<file path="src/rtl/iterative_shift_unit.sv">
// ---------------------------------------------------------------------------
// iterative_shift_unit
//
// Purpose:
//   Multi-cycle shifter for the MIPS datapath. It moves the operand one bit
//   per clock and covers sll/srl/sra/lui and the variable forms
//   sllv/srlv/srav. The control unit issues an operation with start, stalls
//   while busy is high, and picks up OUT when done pulses.
//
// Handshake:
//   start is sampled only when the unit is idle (IDLE or DONE). A sampled
//   start latches sel, B and the shift amount. busy is high exactly while
//   the unit is shifting (RUN). done is a one-cycle pulse meaning OUT holds
//   a new result. start seen while busy is ignored.
//
// Ports:
//   clk          in   1   rising-edge clock
//   rst_n        in   1   asynchronous active-low reset
//   start        in   1   operation request
//   A            in   n   rs operand; A[SW-1:0] is the variable shift amount
//   B            in   n   rt operand; the value being shifted
//   Shamt        in   SW  instruction shamt field
//   sel          in   3   000 sll, 001 srl, 010 sra, 011 lui,
//                         100 sllv, 101 srlv, 110 srav, 111 pass B
//   busy         out  1   high while shifting
//   done         out  1   one-cycle completion pulse
//   OUT          out  n   result register, held until the next completion
//   o_dbg_state  out  2   current FSM state (0 IDLE, 1 RUN, 2 DONE)
// ---------------------------------------------------------------------------
module iterative_shift_unit #(
    parameter int n  = 32,
    parameter int SW = 5
) (
    input  logic          clk,
    input  logic          rst_n,
    input  logic          start,
    input  logic [n-1:0]  A,
    input  logic [n-1:0]  B,
    input  logic [SW-1:0] Shamt,
    input  logic [2:0]    sel,
    output logic          busy,
    output logic          done,
    output logic [n-1:0]  OUT,
    output logic [1:0]    o_dbg_state
);

    typedef enum logic [1:0] {
        S_IDLE = 2'd0,
        S_RUN  = 2'd1,
        S_DONE = 2'd2
    } state_t;

    // lui is a fixed half-word left shift.
    localparam logic [SW-1:0] LUI_AMT = SW'(n / 2);

    state_t        r_state;
    state_t        w_next;
    logic [2:0]    r_op;
    logic [n-1:0]  r_acc;
    logic [SW-1:0] r_cnt;
    logic [n-1:0]  r_out;

    logic          w_load;
    logic [SW-1:0] w_amt;
    logic [n-1:0]  w_shifted;
    logic          w_last;
    logic          w_unused_a;

    // Only the low SW bits of A form the amount; the rest are ignored.
    assign w_unused_a = ^A[n-1:SW];

    // A new operation is accepted only when the unit is not shifting.
    assign w_load = start && ((r_state == S_IDLE) || (r_state == S_DONE));

    // The count reaching one here means this edge produces the final value.
    assign w_last = (r_cnt == SW'(1));

    always_comb begin
        w_amt = '0;
        case (sel)
            3'b000, 3'b001, 3'b010: w_amt = Shamt;
            3'b011:                 w_amt = LUI_AMT;
            3'b100, 3'b101, 3'b110: w_amt = A[SW-1:0];
            default:                w_amt = '0;
        endcase
    end

    always_comb begin
        w_shifted = r_acc;
        case (r_op)
            3'b000, 3'b011, 3'b100: w_shifted = {r_acc[n-2:0], 1'b0};
            3'b001, 3'b101:         w_shifted = {1'b0, r_acc[n-1:1]};
            3'b010, 3'b110:         w_shifted = {r_acc[n-1], r_acc[n-1:1]};
            default:                w_shifted = r_acc;
        endcase
    end

    // FSM state register.
    always_ff @(posedge clk or negedge rst_n) begin
        if (!rst_n) begin
            r_state <= S_IDLE;
        end else begin
            r_state <= w_next;
        end
    end

    // FSM next state and state-decoded outputs.
    always_comb begin
        w_next = r_state;
        busy   = 1'b0;
        done   = 1'b0;
        case (r_state)
            S_IDLE: begin
                if (w_load) begin
                    w_next = (w_amt == '0) ? S_DONE : S_RUN;
                end
            end
            S_RUN: begin
                busy = 1'b1;
                if (w_last) begin
                    w_next = S_DONE;
                end
            end
            S_DONE: begin
                done = 1'b1;
                if (w_load) begin
                    w_next = (w_amt == '0) ? S_DONE : S_RUN;
                end else begin
                    w_next = S_IDLE;
                end
            end
            default: w_next = S_IDLE;
        endcase
    end

    // Datapath: operands are captured at load so later input changes are
    // invisible to an operation in flight. OUT is written only on the edge
    // that enters DONE.
    always_ff @(posedge clk or negedge rst_n) begin
        if (!rst_n) begin
            r_op  <= '0;
            r_acc <= '0;
            r_cnt <= '0;
            r_out <= '0;
        end else if (w_load) begin
            r_op  <= sel;
            r_acc <= B;
            r_cnt <= w_amt;
            if (w_amt == '0) begin
                r_out <= B;
            end
        end else if (r_state == S_RUN) begin
            r_acc <= w_shifted;
            r_cnt <= r_cnt - SW'(1);
            if (w_last) begin
                r_out <= w_shifted;
            end
        end
    end

    assign OUT         = r_out;
    assign o_dbg_state = r_state;

endmodule

</file>
<file path="config.mk">
export PLATFORM = sky130hd
export DESIGN_NAME = iterative_shift_unit
export DESIGN_NICKNAME = d
export VERILOG_FILES = /design/src/rtl/iterative_shift_unit.sv
export SDC_FILE = /design/constraint.sdc
export NUM_CORES = 1
export LEC_CHECK = 0
export ABC_AREA = 1
export BUFFER_PORTS_ARGS = -buffer_cell sky130_fd_sc_hd__buf_4
export CAP_MARGIN = 20
export CORE_ASPECT_RATIO = 1.1
export CORE_MARGIN = 2
export CORE_UTILIZATION = 25
export DETAILED_ROUTE_END_ITERATION = 10
export GPL_TIMING_DRIVEN = 0
export SETUP_SLACK_MARGIN = 0.02
export SYNTH_ARGS = -nofsm -noshare
export SYNTH_HDL_FRONTEND = slang
export SYNTH_SLANG_ARGS = --single-unit
</file>
<file path="constraint.sdc">
create_clock -name clk -period 2.2 [get_ports clk]
set_input_delay 0.11 -clock clk [delete_from_list [all_inputs] [get_ports clk]]
set_output_delay 0.11 -clock clk [all_outputs]
set_load 0.02 [all_outputs]
</file>
==> results.toml <==
[sta]
setup_viol_count_final = 0
finalCriticalPeriod_ps = 2010
slew_violations = 0
fmax_mhz = 496
tns_ps = 0
finClkSkew_ps = 6.04
rsz0062_at_grt = "no"
slew_headroom_pct = 67.0
fin_crit_sh_pct = 91.6
hold_violations = 0
worst_pin_slew_ps = 495

[yosys]
ys.warnings.count = 0
synthFlopType = "dfrtp_1"
synth-edff-count = 0
synth.top_cell.area_share_pct = 41.6
synth-seq-cells = 74
syn_nets = 749
yosysTopAreaCell = "dfrtp_1"
ys_top_cells_by_count = "246 x nand2_1, 127 x nor2_1, 74 x dfrtp_1, 46 x inv_1, 42 x nand3_1"
post_synth_num_cell_types = 26
synthArstFlopShare_pct = 100
syn_inst = 668
synth_most_common_cell = "nand2_1"
synthTopCellsByArea = "dfrtp_1 42%, nand2_1 21%, nor2_1 11%"
syn_area_um2 = 4450
ys_seq_area_share_pct = 41.6
avgSynthCellArea_um2 = 6.67

[detailed_routing]
wl_met1_um = 6060
dr_total_vias = 4589
met2WireLength_um = 6810
antenna_left = 0
via_per_inst = 4.56
wl_met3_um = 679
firstDrtPassIters = 5
drcViolationCount = 0
wl_per_cell_um = 13.7
highest_layer = "met4"
totalWireLength_um = 13800
drtIter0Drc = 292

[run]
drv_cap = 0

[worst_setup_path]
crit_fanout = 10
cp_data_required_time_ps = 2410
worst_setup_path_start_kind = "register"
critPathArrivalTime_ps = 2230
crit_type = "reg2reg"
crit_path_top_delay_cell = "dfrtp_1"
crit_chain = "inv_1, ha_1, inv_1, nand3_2, buf_2, nand2_1, nand2_1, nor2_1, nor2_1, nand2_1, o21ai_0"
cpMostUsedCell = "nand2_1"
cp-end-kind = "register"
max_stage_delay_ps = 390

[floorplan]
io_pins = 111
chipWidth_um = 131
coreArea_um2 = 17600
rows = 51
die_y_um = 144
die_area_um2 = 18900
initial_utilization_pct = 25.3

[clock_tree]
post_cts_buffers = 0
cts_root_buffer = "clkbuf_16"
cts_tree = "built"
clock_latency_ps = 350
clkSinkCount = 74
numCtsBuffers = 9
cts_max_path_buffers = 2
clk_pin_slew_ps = 60
h-tree-depth = 3

[global_route]
antenna_found_initial = 0
grt_pass1_vias = 4508
grt_max_degree = 75
overflow = 0
grt_pass1_wl_um = 22800
track_usage_pct = 15.4

[placement]
numPortBuffers = 83
dpl.hpwl_um = 9810
gp_congestion = 0.813

[worst_hold_path]
hold_class = "in2reg"

[power]
p_leak_uw = 0.00312
ir_drop_mv = 0.869
p_per_area_nw_per_um2 = 1800
power_uw = 10400

[layout]
drive_gt1_share_pct = 18.2
diodes = 0
area_growth_syn_to_layout_pct = 29.7
nets = 846
fill_cells = 2025

[status]
outcome = "complete, no violations"
critical path, delay by kind of cell (launching register included):
family                   cells  cell delay, ps
AND/OR/NAND/NOR              6             620
buffers and inverters        3             520
flip-flops                   1             390
adder cells (fa/ha/maj)      1             290
AO/OA/AOI/OAI                1              70
layout by cell type, fill, tap and decap left out, drive strengths merged:
cell type	Yosys	final
nor3	1	1
nand3	43	43
o221ai	2	2
ha	6	6
nand4	30	30
bufinv	0	3
o211ai	3	3
nand2	249	249
clkinvlp	0	1
xor2	2	2
nor2	129	129
a21oi	2	2
clkinv	0	1
clkbuf	13	24
buf	29	112
dfrtp	74	74
inv	47	47
o21ai	35	35
a31oi	2	2
dlygate4sd3	0	2
a22oi	1	1
path summary, 6_finish.rpt:
| path | start | depth (start not counted) | slack, ps | endpoint |
|---|---|---|---|---|
| min in group asynchronous | rst_n | 2 | 180 | OUT[28] |
| hold reg to reg | OUT[25] | 2 | 470 | OUT[25] |
| setup / recovery | r_op[0] | 11 | 190 | r_acc[5] |
| hold / removal | sel[0] | 3 | 6 | r_op[0] |
| setup reg to reg | r_op[0] | 11 | 190 | r_acc[5] |
| max in group asynchronous | rst_n | 3 | 1430 | r_cnt[0] |
where the power goes:
part	internal, uW	switching, uW	total, uW
sequential	2070	444	2520
combinational	2140	4040	6180
clock	1130	590	1720
total	5350	5080	10400
final cells by class:
cell class / instances / area, um2 / area share, %
clock inverters: 5 / 103 / 1.78
repair buffers: 86 / 671 / 11.6
plain buffers: 42 / 233 / 4.03
well taps: 238 / 298 / 5.15
multi-input cells: 505 / 2210 / 38.2
flip-flops and latches: 74 / 1850 / 32.0
clock buffers: 10 / 239 / 4.14
inverters: 47 / 176 / 3.05
flip-flops by register name (all words and copies together) (netlist names):
register / flops
r_op: 3
o_dbg_state: 2
r_acc: 32
r_cnt: 5
OUT: 32
timing repair:
action,4_1_cts,5_1_grt
setup endpoints to repair,0,34
hold buffers,2,0
resized for setup,0,14
endpoints found under the hold margin,75,0
per-layer routing:
metal,vias to the layer above,global-route usage [%]
li1,2303,-
met1,2142,19.2
met2,126,26.5
met3,18,3.05
met4,0,5.89
met5,-,0
cell families (layout without fill, tap and decap cells):
kind of cell	after synthesis	in the layout	share of synthesized area, %
xor gates and xnor gates	2	2	0.393
AOI/OAI and AO/OA	45	45	5.51
and+or+nand+nor	452	452	41.9
buffers and inverters	89	190	8.99
adders and majority gates	6	6	1.69
DFF	74	74	41.6
metrics by stage:
step           std cells  worst slack [ps]  util [%]  area [um2]  hold slack (ps)
4_1_cts             1006               108      32.6        5740            0.618
2_1_floorplan        668               593         -        4450             -186
3_5_place_dp         989               151      30.5        5380              359
6_report            1007               185      32.8        5780             5.59
3_3_place_gp         989               195      30.5        5380              348
5_1_grt             1007              31.8      32.8        5780             31.1
No activity file was read; power rests on OpenSTA's default activity.
